### src/rtl/ddr3_rw_arbiter_pkg.sv
// Shared types and constants for the DDR3 read/write command arbiter.
// Optional policy macro: DDR3_ARB_READ_PRIORITY_EN (read-priority arbitration).
package ddr3_rw_arbiter_pkg;

  // One-hot FSM encoding.
  typedef enum logic [2:0] {
    StIdle  = 3'b001,
    StRead  = 3'b010,
    StWrite = 3'b100
  } arb_state_e;

  localparam logic DirRead  = 1'b1;
  localparam logic DirWrite = 1'b0;

  localparam int unsigned StreakMaxDefault = 4;
  localparam int unsigned StreakW          = 4;

  typedef logic [StreakW-1:0] streak_t;

  function automatic streak_t streak_sat_inc(streak_t value, streak_t limit);
    return (value >= limit) ? limit : value + 1'b1;
  endfunction

endpackage

### src/rtl/ddr3_arb_pick.sv
// Combinational winner selection between read and write requesters.
// DDR3_ARB_READ_PRIORITY_EN selects read-priority; otherwise streak/round-robin.
module ddr3_arb_pick
  import ddr3_rw_arbiter_pkg::*;
#(
  parameter int unsigned STREAK_MAX = StreakMaxDefault
) (
  input  logic    rd_req,
  input  logic    wr_req,
  input  logic    last_dir,
  input  streak_t streak,
  output logic    grant_dir
);

  localparam streak_t StreakMaxW = StreakW'(STREAK_MAX);

`ifdef DDR3_ARB_READ_PRIORITY_EN
  // Streak counts contended write losses here; history direction is irrelevant.
  logic unused_last_dir;
  assign unused_last_dir = last_dir;

  always_comb begin
    grant_dir = DirRead;
    if (wr_req && !rd_req) begin
      grant_dir = DirWrite;
    end else if (rd_req && wr_req) begin
      grant_dir = (streak >= StreakMaxW) ? DirWrite : DirRead;
    end
  end
`else
  always_comb begin
    grant_dir = DirRead;
    if (wr_req && !rd_req) begin
      grant_dir = DirWrite;
    end else if (rd_req && wr_req) begin
      // Zero streak only exists straight after reset: hand the first contention to read.
      if (streak == '0) begin
        grant_dir = DirRead;
      end else if (streak < StreakMaxW) begin
        grant_dir = last_dir;
      end else begin
        grant_dir = ~last_dir;
      end
    end
  end
`endif

endmodule

### src/rtl/ddr3_rw_arbiter.sv
// Two-requester DDR3 command arbiter: one registered command in flight at a time.
// Policy macro DDR3_ARB_READ_PRIORITY_EN is resolved inside ddr3_arb_pick.
module ddr3_rw_arbiter
  import ddr3_rw_arbiter_pkg::*;
#(
  parameter int unsigned ADDRS        = 32,
  parameter int unsigned AXI_ID_WIDTH = 4,
  parameter int unsigned STREAK_MAX   = StreakMaxDefault
) (
  input  logic                    clock,
  input  logic                    reset,
  input  logic                    rd_req_i,
  output logic                    rd_acc_o,
  input  logic [ADDRS-1:0]        rd_addr_i,
  input  logic [AXI_ID_WIDTH-1:0] rd_reqid_i,
  input  logic                    wr_req_i,
  output logic                    wr_acc_o,
  input  logic [ADDRS-1:0]        wr_addr_i,
  input  logic [AXI_ID_WIDTH-1:0] wr_reqid_i,
  output logic                    ctl_req_o,
  input  logic                    ctl_run_i,
  output logic                    ctl_rdwr_o,
  output logic [ADDRS-1:0]        ctl_addr_o,
  output logic [AXI_ID_WIDTH-1:0] ctl_reqid_o
);

  localparam streak_t StreakMaxW = StreakW'(STREAK_MAX);

  arb_state_e state_q, state_d;

  logic                    ctl_req_q, ctl_req_d;
  logic                    rdwr_q, rdwr_d;
  logic [ADDRS-1:0]        addr_q, addr_d;
  logic [AXI_ID_WIDTH-1:0] reqid_q, reqid_d;
  logic                    last_dir_q, last_dir_d;
  streak_t                 streak_q, streak_d;
  streak_t                 streak_upd;
  logic                    grant_dir;
  logic                    any_req;

  assign any_req = rd_req_i | wr_req_i;

  ddr3_arb_pick #(
    .STREAK_MAX (STREAK_MAX)
  ) u_pick (
    .rd_req    (rd_req_i),
    .wr_req    (wr_req_i),
    .last_dir  (last_dir_q),
    .streak    (streak_q),
    .grant_dir (grant_dir)
  );

  // FSM state register.
  always_ff @(posedge clock) begin
    if (reset) begin
      state_q <= StIdle;
    end else begin
      state_q <= state_d;
    end
  end

  // FSM next state.
  always_comb begin
    state_d = state_q;
    unique case (state_q)
      StIdle: begin
        if (any_req) begin
          state_d = (grant_dir == DirRead) ? StRead : StWrite;
        end
      end
      StRead, StWrite: begin
        if (ctl_run_i) begin
          state_d = StIdle;
        end
      end
      default: state_d = StIdle;
    endcase
  end

  // FSM outputs: dequeue strobes coincide with the controller accept.
  always_comb begin
    rd_acc_o = 1'b0;
    wr_acc_o = 1'b0;
    unique case (state_q)
      StRead:  rd_acc_o = ctl_req_q & ctl_run_i & ~reset;
      StWrite: wr_acc_o = ctl_req_q & ctl_run_i & ~reset;
      default: ;
    endcase
  end

  // History update applied on every grant.
  always_comb begin
`ifdef DDR3_ARB_READ_PRIORITY_EN
    if (grant_dir == DirWrite) begin
      streak_upd = '0;
    end else if (rd_req_i && wr_req_i) begin
      streak_upd = streak_sat_inc(streak_q, StreakMaxW);
    end else begin
      streak_upd = streak_q;
    end
`else
    if (grant_dir != last_dir_q) begin
      streak_upd = StreakW'(1);
    end else begin
      streak_upd = streak_sat_inc(streak_q, StreakMaxW);
    end
`endif
  end

  // Command and history next state.
  always_comb begin
    ctl_req_d  = ctl_req_q;
    rdwr_d     = rdwr_q;
    addr_d     = addr_q;
    reqid_d    = reqid_q;
    last_dir_d = last_dir_q;
    streak_d   = streak_q;
    unique case (state_q)
      StIdle: begin
        if (any_req) begin
          ctl_req_d  = 1'b1;
          rdwr_d     = grant_dir;
          addr_d     = (grant_dir == DirRead) ? rd_addr_i : wr_addr_i;
          reqid_d    = (grant_dir == DirRead) ? rd_reqid_i : wr_reqid_i;
          last_dir_d = grant_dir;
          streak_d   = streak_upd;
        end
      end
      StRead, StWrite: begin
        if (ctl_run_i) begin
          ctl_req_d = 1'b0;
        end
      end
      default: ctl_req_d = 1'b0;
    endcase
  end

  always_ff @(posedge clock) begin
    if (reset) begin
      ctl_req_q  <= 1'b0;
      rdwr_q     <= DirWrite;
      addr_q     <= '0;
      reqid_q    <= '0;
      last_dir_q <= DirWrite;
      streak_q   <= '0;
    end else begin
      ctl_req_q  <= ctl_req_d;
      rdwr_q     <= rdwr_d;
      addr_q     <= addr_d;
      reqid_q    <= reqid_d;
      last_dir_q <= last_dir_d;
      streak_q   <= streak_d;
    end
  end

  assign ctl_req_o   = ctl_req_q;
  assign ctl_rdwr_o  = rdwr_q;
  assign ctl_addr_o  = addr_q;
  assign ctl_reqid_o = reqid_q;

`ifdef __icarus
  // Flags a requester that drops its request before it was consumed.
  logic rd_pend_q, wr_pend_q;
  always_ff @(posedge clock) begin
    if (reset) begin
      rd_pend_q <= 1'b0;
      wr_pend_q <= 1'b0;
    end else begin
      rd_pend_q <= rd_req_i & ~rd_acc_o;
      wr_pend_q <= wr_req_i & ~wr_acc_o;
      if (rd_pend_q && !rd_req_i) $error("ddr3_rw_arbiter: read request withdrawn");
      if (wr_pend_q && !wr_req_i) $error("ddr3_rw_arbiter: write request withdrawn");
    end
  end
`endif

endmodule

### config.mk
export PLATFORM = sky130hd
export DESIGN_NAME = ddr3_rw_arbiter
export DESIGN_NICKNAME = d
export VERILOG_FILES = /design/src/rtl/ddr3_rw_arbiter_pkg.sv /design/src/rtl/ddr3_arb_pick.sv /design/src/rtl/ddr3_rw_arbiter.sv
export SDC_FILE = /design/constraint.sdc
export NUM_CORES = 1
export LEC_CHECK = 0
export BUFFER_PORTS_ARGS = -buffer_cell sky130_fd_sc_hd__buf_2
export CORE_ASPECT_RATIO = 0.75
export CORE_MARGIN = 2
export CORE_UTILIZATION = 46
export DETAILED_ROUTE_END_ITERATION = 8
export GPL_TIMING_DRIVEN = 0
export PLACE_DENSITY = 0.81
export SYNTH_ARGS = -nofsm -noshare
export SYNTH_HDL_FRONTEND = slang
export SYNTH_SLANG_ARGS = --single-unit
### constraint.sdc
create_clock -name clock -period 2.2 [get_ports clock]
set_clock_uncertainty 0.15 [all_clocks]
set_input_delay 0.11 -clock clock [delete_from_list [all_inputs] [get_ports clock]]
set_output_delay 0.11 -clock clock [all_outputs]
set_load 0.01 [all_outputs]
* Word level (Yosys, flattened, before mapping) *
Index checks and enable logic that the tools add are counted.

word-level totals
  bits in registers = 45
  input port bits = 77
  output and inout port bits = 40
  word-level logic and storage cells = 44

operators by class
  add/subtract/negate cells = 1
  $lt $le $gt $ge = 2
  equal/unequal tests = 6
  multiplexer cells = 17
  bitwise operators = 5
  reduce and logical (&&, ||, !) cells = 7

operators by type and width
  operator               count
  $mux W32               1
  $mux W4                3
  $mux W3                3
  $mux W1                8
  $pmux W3 S2            1
  $add A4 B1 Y4 const B  1
  $ge A4 B3 Y1 const B   1
  $logic_not A4 Y1       1
  $lt A4 B3 Y1 const B   1
  $ne A2 B2 Y1 const B   2
  $reduce_and A2 Y1      2
  $eq A3 B1 Y1 const B   1
  $eq A3 B2 Y1 const B   1
  $eq A3 B3 Y1 const B   1
  $and A1 B1 Y1          2
  $logic_and A1 B1 Y1    2
  $not A1 Y1             2
  $pmux W1 S2            1
  $reduce_or A2 Y1       1
  $logic_not A1 Y1       1
  $ne A1 B1 Y1           1
  $or A1 B1 Y1           1

* Depth between registers and ports, before layout *
Gate-level depths: netlist of the first run.

  word-level depth = 8
  gate-level depth with buffers = 8

* Modules after synthesis *
A second synthesis of the first run with hierarchy kept.

second synthesis, totals
  cell total of the unflattened synthesis = 221
  area, all modules = 2264.7 µm²

modules (own cells, without submodules)
  module           times used  cells an instance  area each (µm²)
  ddr3_rw_arbiter  1           216                2220.9
  ddr3_arb_pick    1           5                  43.8

* Worst setup path after synthesis of the first run *
OpenSTA, ideal clock, no wires.

  path type = register to register
  start point = reg streak_q[0]
  end point = reg addr_q[0], in the netlist ctl_addr_o[0]
  arrival time = 1526 ps
  required time = 1969 ps
  path slack = 442 ps
  stages on the path, launching flop included = 9
  period minus slack after synthesis = 1758 ps
  cell sequence = dfxtp_1 -> inv_1 -> ha_1 -> nor4_4 -> o31a_1 -> buf_6 -> buf_12 -> a21oi_2 -> a211oi_2

between the ends
  cells in the longest elaborated chain, start to end = 6

RTL lines
  item                    line                    RTL
  from (decl)             ddr3_rw_arbiter.sv:36   streak_t streak_q, streak_d;
  from (signal assigned)  ddr3_rw_arbiter.sv:152  streak_q <= streak_d;
  $lt A4 B3 Y1            ddr3_arb_pick.sv:39     end else if (streak < StreakMaxW) begin
  $mux W1                 ddr3_arb_pick.sv:39
  $mux W1 (*)             ddr3_arb_pick.sv:37     if (streak == '0) begin
  $mux W1 (*)             ddr3_arb_pick.sv:35     end else if (rd_req && wr_req) begin
  $mux W1 (*)             ddr3_arb_pick.sv:33     if (wr_req && !rd_req) begin
  $mux W32 (*)            ddr3_rw_arbiter.sv:123  addr_d = (grant_dir == DirRead) ? rd_addr_i : wr_addr_i;
  to (signal assigned)    ddr3_rw_arbiter.sv:149  addr_q <= addr_d;
  to (decl)               ddr3_rw_arbiter.sv:33   logic [ADDRS-1:0] addr_q, addr_d;

Mark *: on every way between the ends. The rest lies on a longest branch, timed or not.
A chain may end at the register's enable or synchronous reset.

* Final worst setup path of the first run *
  start point = reg streak_q[0]
  end point = reg addr_q[4], in the netlist ctl_addr_o[4]

Same word-level chain as after synthesis.

==> results of run 1 <==
per-layer routing:
layer | vias up | GRT usage
met5 | - | 0
met4 | 0 | 0.0694
met3 | 8 | 0.0477
met2 | 83 | 0.412
met1 | 1155 | 0.300
li1 | 1217 | -
worst max-delay path: stages (launching register included):
cell and delay (ns):
dfxtp_1 0.36, inv_1 0.07, ha_1 0.24, nor4_4 0.21, o31a_1 0.20, buf_6 0.17, buf_12 0.15, a21oi_2 0.07
a211oi_2 0.21
Yosys cell counts:
cell type,count
nor3_1,6
o31ai_4,1
buf_2,7
buf_12,2
o31ai_1,1
a211oi_1,7
nand4_1,1
dfxtp_1,45
a32oi_1,2
nand2_1,37
inv_1,8
nor4_4,1
buf_6,4
o21ai_0,3
and3_1,1
a211oi_2,30
o31a_1,2
ha_1,2
o32ai_1,1
nor2_1,41
nand4b_1,1
a221oi_1,2
buf_4,2
or3b_4,1
a21oi_2,20
xnor2_1,1
o21a_1,1
a21o_1,1
a21oi_1,18
clkbuf_1,5
a21oi_4,1
stage by stage:
step | cells | instance area (um2) | util | hold slack (ns)
6_report | 476 | 3450 | 0.709 | 0.00139
4_1_cts | 476 | 3450 | 0.709 | 0.00152
3_5_place_dp | 430 | 2980 | 0.611 | 0.216
5_1_grt | 476 | 3450 | 0.709 | 0.00552
3_3_place_gp | 430 | 2980 | 0.611 | 0.211
2_1_floorplan | 255 | 2320 | - | 0.101
layout by cell type (no fill, tap or decap):
cell type      Yosys  final
clkbuf_8           0      6
a32oi_1            2      2
ha_1               2      2
buf_12             2      2
a21oi_2           20     20
and3_1             1      1
buf_2              7    122
nor4_4             1      1
a211oi_1           7      7
clkbuf_1           5      6
o21a_1             1      1
nor2_1            41     41
or3b_4             1      1
dlygate4sd3_1      0     39
buf_6              4      4
a221oi_1           2      2
nor3_1             6      6
o31ai_1            1      1
nand4b_1           1      1
a21oi_1           18     18
nand4_1            1      1
a21oi_4            1      1
a21o_1             1      1
dfxtp_1           45     45
inv_1              8      8
o31a_1             2      2
nand2_1           37     37
o21ai_0            3      3
buf_4              2      2
o32ai_1            1      1
o31ai_4            1      1
a211oi_2          30     30
xnor2_1            1      1
cells by family (layout without fill, tap and decap cells):
family / count (synthesis) / count (layout) / synth area share
AO/OA/AOI/OAI: 90 / 90 / 0.357
adder cells (fa/ha/maj): 2 / 2 / 0.0108
XOR/XNOR: 1 / 1 / 0.00377
flip-flops: 45 / 45 / 0.388
AND/OR/NAND/NOR: 89 / 89 / 0.162
buffers and inverters: 28 / 189 / 0.0791
worst paths after layout:
| check | from | to | slack [ns] |
|---|---|---|---|
| worst max-delay path | streak_q[0]$_SDFFE_PP0P_ | ctl_addr_o[4]$_SDFFE_PP0P_ | 0.28 |
| worst min-delay path | wr_reqid_i[3] | ctl_reqid_o[3]$_SDFFE_PP0P_ | 0.001 |
| worst max register to register | streak_q[0]$_SDFFE_PP0P_ | ctl_addr_o[4]$_SDFFE_PP0P_ | 0.28 |
| worst min register to register | ctl_addr_o[24]$_SDFFE_PP0P_ | ctl_addr_o[24]$_SDFFE_PP0P_ | 0.35 |
where the power goes:
part	switching [uW]	leakage, uW	internal [uW]
Sequential	74.0	0.000373	942
Combinational	544	0.00115	438
Clock	263	0.0000443	250
Total	881	0.00157	1630
registers in the layout, indices dropped and copies added, names as in the netlist:
| signal | flops |
|---|---|
| ctl_req_o | 1 |
| ctl_reqid_o | 4 |
| state_q | 3 |
| ctl_addr_o | 32 |
| last_dir_q | 1 |
| streak_q | 4 |
layout make-up:
class / count / share of cell area
well taps: 60 / 0.0217
multi-input cells: 182 / 0.359
plain buffers: 20 / 0.0446
flip-flops and latches: 45 / 0.261
repair buffers: 154 / 0.280
clock buffers: 7 / 0.0250
inverters: 8 / 0.00870
==> results.yml, run 1 <==
run_status:
  status: "complete, no violations"
clock_tree:
  cts_hold_buf: 39
  cts_buffer_depth: 2
  cts_tree: "built"
  cts_resized: 0
  cts_inserted_buffers: 5
  clk_latency_ns: 0.29
  postCtsSetupRepairBufs: 0
  cts.sinks: 45
  clk_pin_slew_ns: 0.08
  htreeDepth: 2
  clockRootBuffer: "clkbuf_8"
global_routing:
  grt_start_max_net_pins: 13
  grt_usage: 0.238
  grt_pass1_vias: 2420
  grt.overflow.total: 0
  grt_pass1_wl_um: 10700
  antenna_found_initial: 0
yosys:
  yosysWarnings: 0
  synth_area_leaders: "dfxtp_1 39%, a211oi_2 16%, a21oi_2 7.5%, nor2_1 6.6%, nand2_1 6.0%"
  syn_inst: 255
  synth_cell_types: 31
  synth_top_area_frac: 0.388
  synth_fp_nets: 334
  seq_area_frac_synth: 0.388
  synthesis.area_um2: 2320
  synth_seq_cells: 45
  yosysTopAreaCell: "dfxtp_1"
  avgSynthCellArea_um2: 9.12
pwr:
  power.density_nw_per_um2: 727
  leakage_uw: 0.00157
  power_uw: 2510
  vdd_drop_max_uv: 426
final_layout:
  antennaDiodeCount: 0
  nFillCells: 384
  drive_gt1_frac: 0.457
  multi_input_area_um2: 1240
  regArea_um2: 901
  fin_nets: 495
  syn_to_final_growth_pct: 48.5
route:
  wl_per_cell_um: 14.2
  drt-total-wl_um: 6750
  dr.pass1.iters: 4
  route.vias.total: 2463
  drc: 0
  wl_met3_um: 399
  wl_met2_um: 3270
  dr.first_iter.drc_count: 103
  wl_met1_um: 2990
  postRouteAntennaNets: 0
  highest_layer: "met4"
  via_per_inst: 5.17
die:
  chipWidth_um: 86.1
  dieArea_um2: 5640
  ios: 117
  die_height_um: 65.6
  start_util: 0.477
  core_area_um2: 4870
  fp-row-count: 22
critical_path:
  rr_worst_depth: 8
  worst_setup_path_start_kind: "register"
  cp-end-kind: "register"
  crit_required_ns: 2.25
  crit_path_max_fanout: 10
  path_class: "reg2reg"
  arrival_ns: 1.98
timing:
  rsz0062_at_grt: "false"
  slew_violations: 0
  setup_viol: 0
  fmax_mhz: 520
  final_hold_viol_count: 0
  fin_crit_ns: 1.92
  setup_tns_ns: 0
  slew_headroom: 0.524
  fin_ws_ns: 0.279
  final_min_period_over_clock_period: 0.873
  tightest_slew_ns: 0.714
hold_path:
  hp-class: "in2reg"
  holdPathStages: 3
place:
  port_buffers: 115
  gp_congestion: 0.805
  dpl.hpwl_um: 4600
  post-place-ws_ns: 0.294
flow_run:
  drv_cap: 0
(Power assumes the default switching activity.)
==> run 2, diff against run 1 <==
Settings changed: PLACE_DENSITY 0.81 to unset, PLACE_DENSITY_LB_ADDON set to 0.05.
==> run 2 against run 1 <==
Via count grew 1.3%; sequential share of layout area fell by 1.2 points; clock power is 28% higher; core utilization is 3.3 points higher; flip-flop and latch count stayed put; combinational power is essentially flat; critical path type unchanged; largest cell class is now buffers; largest power group unchanged.
==> results.yml, run 2 (synthesis results as in run 1) <==
run_status:
  status: "complete, no violations"
timing:
  setup_tns_ns: 0
  fin_crit_ns: 1.96
  fmax_mhz: 510
  slew_headroom: 0.502
  final_min_period_over_clock_period: 0.892
  final_hold_viol_count: 0
  whs_ns: 0.00393
  fin_ws_ns: 0.239
  setup_viol: 0
  tightest_slew_ns: 0.746
  slew_violations: 0
  rsz0062_at_grt: "false"
die:
  start_util: 0.477
  die_height_um: 65.6
  chipWidth_um: 86.1
  ios: 117
  dieArea_um2: 5640
  fp-row-count: 22
  core_area_um2: 4870
global_routing:
  grt_usage: 0.253
  grt.overflow.total: 0
  grt_pass1_wl_um: 11400
  grt_start_max_net_pins: 14
  grt_pass1_vias: 2491
  antenna_found_initial: 0
critical_path:
  cp_slowest_cell: "dfxtp_1"
  crit_required_ns: 2.26
  path_cells: "inv_1 > ha_1 > nor4_4 > o31a_1 > buf_6 > buf_12 > a21oi_2 > a211oi_2"
  path_class: "reg2reg"
  arrival_ns: 2.02
  crit_path_max_fanout: 10
  max_stage_delay_ns: 0.37
  reg2reg_from: "streak_q[0]$_SDFFE_PP0P_"
  startpoint: "streak_q[0]$_SDFFE_PP0P_"
  cp-end-kind: "register"
  worst_setup_path_start_kind: "register"
pwr:
  leakage_uw: 0.00164
  power.density_nw_per_um2: 740
  vdd_drop_max_uv: 368
clock_tree:
  cts.sinks: 45
  clk_latency_ns: 0.29
  htreeDepth: 2
  cts_resized: 0
  cts_buffer_depth: 2
  clk_pin_slew_ns: 0.09
  clockRootBuffer: "clkbuf_8"
  cts_inserted_buffers: 5
  cts_tree: "built"
route:
  via_per_inst: 5.09
  wl_per_cell_um: 14.4
  route.vias.total: 2496
  drt-total-wl_um: 7040
  drc: 0
  postRouteAntennaNets: 0
  dr.pass1.iters: 4
  dr.first_iter.drc_count: 95
hold_path:
  hold_path_startpoint: "wr_addr_i[2]"
  hp-class: "in2reg"
place:
  dp_cells: 430
  port_buffers: 115
  gp_congestion: 0.806
  dpl.hpwl_um: 4500
  post-place-ws_ns: 0.285
final_layout:
  syn_to_final_growth_pct: 55.4
  largest_reg_flops: 32
  fin_nets: 508
  drive_gt1_frac: 0.444
  multi_input_area_um2: 1240
  nFillCells: 371
  fin_cells: 490
  antennaDiodeCount: 0
  final_cell_mix: "122 x buf_2, 52 x dlygate4sd3_1, 45 x dfxtp_1, 41 x nor2_1, 37 x nand2_1"
  final_common_cell: "buf_2"
  regArea_um2: 901
flow_run:
  drv_cap: 0
run 2: stage by stage:
step                      utilization  instance area [um2]  power [uW]
after global placement          0.611                 2980        1940
after CTS                       0.741                 3610        2670
after detailed placement        0.611                 2980        1950
after global routing            0.741                 3610        2820
after floorplan                     -                 2320        1650
final                           0.741                 3610        2670
run 2: worst paths after layout:
check / to / slack [ns] / depth (start not counted)
max reg2reg: ctl_addr_o[8]$_SDFFE_PP0P_ / 0.24 / 8
min: ctl_addr_o[2]$_SDFFE_PP0P_ / 0.004 / 3
max: ctl_addr_o[8]$_SDFFE_PP0P_ / 0.24 / 8
min reg2reg: ctl_addr_o[22]$_SDFFE_PP0P_ / 0.35 / 2
run 2: layer usage:
metal | part of all wire | track usage | up-vias
met4 | 0.014 | 0.0754 | 0
met3 | 0.065 | 0.0729 | 11
met2 | 0.46 | 0.423 | 78
met5 | 0 | 0 | -
li1 | - | - | 1247
met1 | 0.46 | 0.317 | 1160
run 2: where the power goes:
part	leakage [uW]	total, uW	internal (uW)	switching (uW)
combinational	0.00121	1000	453	548
clock	0.0000585	655	371	284
sequential	0.000373	1020	942	73.9
total	0.00164	2670	1770	906
run 2: layout make-up:
type / instances / area share
plain buffers: 20 / 0.0426
clock buffers: 7 / 0.0239
clock inverters: 1 / 0.00831
inverters: 8 / 0.00831
multi-input cells: 182 / 0.343
flip-flops and latches: 45 / 0.249
well taps: 60 / 0.0208
repair buffers: 167 / 0.303
run 2: repair_timing:
action | 4_1_cts | 5_1_grt
setup buffers | 0 | 0
hold endpoints to repair | 37 | 0
hold buffers | 52 | 0
run 2: worst max-delay path, delay by kind of cell (launching register included):
kind | cells | cell delay (ns)
and+or+nand+nor | 1 | 0.22
AOI/OAI and AO/OA | 3 | 0.51
adders and majority gates | 1 | 0.24
buffers and inverters | 3 | 0.39
DFF | 1 | 0.37
==> run 3, diff against run 2 <==
Settings changed: CORE_UTILIZATION 46 to 41.
Clock period 2.2 ns to 1.6 ns, I/O delays scaled along.
==> run 3 against run 2 <==
The run now ends with hold timing, setup timing left; hold slack got worse by 0.022 ns; combinational power up 94%; sequential share of layout area shrank 4.3 points; design area grew 22%; via count up 12%; setup slack worse by 0.48 ns; cell count is 10% higher; largest cell class unchanged; highest routed layer unchanged.
==> results.yml, run 3 (synthesis results as in run 1) <==
run_status:
  status: "finished, violations left"
  violations: "hold timing, setup timing"
route:
  wl_met1_um: 3880
  route.vias.total: 2804
  postRouteAntennaNets: 0
  drt-total-wl_um: 8990
  via_per_inst: 5.19
  drc: 0
  dr.pass1.iters: 4
  wl_per_cell_um: 16.7
  wl_met3_um: 421
  highest_layer: "met4"
  wl_met2_um: 4570
  dr.first_iter.drc_count: 109
timing:
  fin_ws_ns: -0.237
  slew_violations: 0
  tightest_slew_ns: 0.751
  final_min_period_over_clock_period: 1.15
  whs_ns: -0.0182
  rsz0062_at_grt: "true"
  final_hold_viol_count: 1
  fmax_mhz: 544
  slew_headroom: 0.500
  setup_viol: 42
  fin_crit_ns: 1.84
final_layout:
  syn_to_final_growth_pct: 90.2
  final_common_cell: "buf_2"
  final_cell_mix: "115 x buf_2, 65 x dlygate4sd3_1, 41 x nor2_1, 37 x a211oi_2, 37 x dfxtp_1"
  antennaDiodeCount: 0
  fin_nets: 543
  stdcell_area_um2: 4420
  largest_reg_flops: 32
  fin_util: 0.817
  drive_gt1_frac: 0.563
global_routing:
  grt_pass1_vias: 2716
  grt.overflow.total: 0
  antenna_found_initial: 0
  grt_usage: 0.256
  grt_pass1_wl_um: 13200
  grt_start_max_net_pins: 14
critical_path:
  crit_required_ns: 1.66
  path_cells: "inv_2 > ha_4 > nor4_4 > buf_4 > o31ai_4 > buf_12 > buf_12 > buf_12 > nand2_2 > a211oi_2"
  cp_slowest_cell: "dfxtp_2"
  crit_buf_inv: 5
  path_class: "reg2reg"
  cp-end-kind: "register"
  crit_path_max_fanout: 7
  startpoint: "streak_q[0]$_SDFFE_PP0P_"
  arrival_ns: 1.90
  r2r_slack_ns: -0.24
  cp_num_cells: 10
  worst_setup_path_start_kind: "register"
  path_delay_family: "buffers and inverters"
  rr_worst_depth: 10
  reg2reg_from: "streak_q[0]$_SDFFE_PP0P_"
  max_stage_delay_ns: 0.33
  cpMostUsedCell: "buf_12"
place:
  post-place-ws_ns: -0.286
  dpl.hpwl_um: 4820
  place_area_um2: 3010
  port_buffers: 115
  gp_congestion: 0.812
clock_tree:
  clockRootBuffer: "clkbuf_8"
  cts_tree: "built"
  cts.sinks: 45
  cts_inserted_buffers: 5
  htreeDepth: 2
  cts_buffer_depth: 2
  clk_pin_slew_ns: 0.09
  clk_latency_ns: 0.29
die:
  core_area_um2: 5410
  dieArea_um2: 6290
  ios: 117
  die_height_um: 69.2
  chipWidth_um: 91.0
  start_util: 0.430
  fp-row-count: 23
flow_run:
  drv_cap: 0
pwr:
  vdd_drop_max_uv: 618
  power_uw: 4260
  power.density_nw_per_um2: 963
  leakage_uw: 0.00195
hold_path:
  hp-class: "in2reg"
  holdPathStages: 3
  hold_path_startpoint: "wr_addr_i[14]"
==> run 3: cell count changes in the layout (fill, tap and decap cells not counted), sizes merged <==
cell	change
buf	+19
dlygate4sd3	+13
clkbuf	+3
==> run 3: path summary, 6_finish.rpt <==
check / to
min reg2reg: ctl_req_o$_SDFFE_PP0P_
max: ctl_addr_o[23]$_SDFFE_PP0P_
min: ctl_addr_o[14]$_SDFFE_PP0P_
max reg2reg: ctl_addr_o[23]$_SDFFE_PP0P_
==> run 3: cell type report <==
class / count / area [um2]
Timing Repair Buffer: 202 / 1530
Buffer: 20 / 225
Fill cell: 349 / 988
Tap cell: 75 / 93.8
Sequential cell: 45 / 913
Inverter: 8 / 30.0
Clock inverter: 1 / 30.0
Multi-Input combinational cell: 182 / 1510
Clock buffer: 7 / 86.3
==> run 3: repair_timing <==
action / 4_1_cts / 5_1_grt
endpoints found under the setup margin: 44 / 43
hold endpoints to repair: 37 / 2
pin swaps: 15 / 30
setup buffers: 9 / 8
gates cloned: 3 / 3
gates resized for setup: 49 / 42
hold buffers: 63 / 2
==> run 3: per-layer routing <==
layer | GRT usage | vias to the layer above
met1 | 0.330 | 1364
li1 | - | 1317
met5 | 0 | -
met4 | 0.0572 | 0
met2 | 0.439 | 109
met3 | 0.0565 | 14
==> run 3: power by group <==
group | internal, uW | switching (uW)
logic | 972 | 973
registers | 1300 | 106
clock network | 510 | 399
==> run 3: worst reg2reg max path: cells and delay by family (launching register included) <==
kind                       cells  cell delay [ns]
AOI/OAI and AO/OA              2             0.40
DFF                            1             0.33
and+or+nand+nor                2             0.10
buffers and inverters          5             0.64
adders and majority gates      1             0.15
==> run 3: stage by stage <==
| stage | setup TNS, ns | std cells | hold WS [ns] |
|---|---|---|---|
| floorplan | -1.46 | 255 | 0.0710 |
| global placement | -9.70 | 445 | 0.184 |
| detailed placement | -9.63 | 445 | 0.190 |
| CTS | -5.16 | 528 | 0.000681 |
| global route | -9.93 | 540 | -0.00116 |
| finish | -6.58 | 540 | -0.0182 |
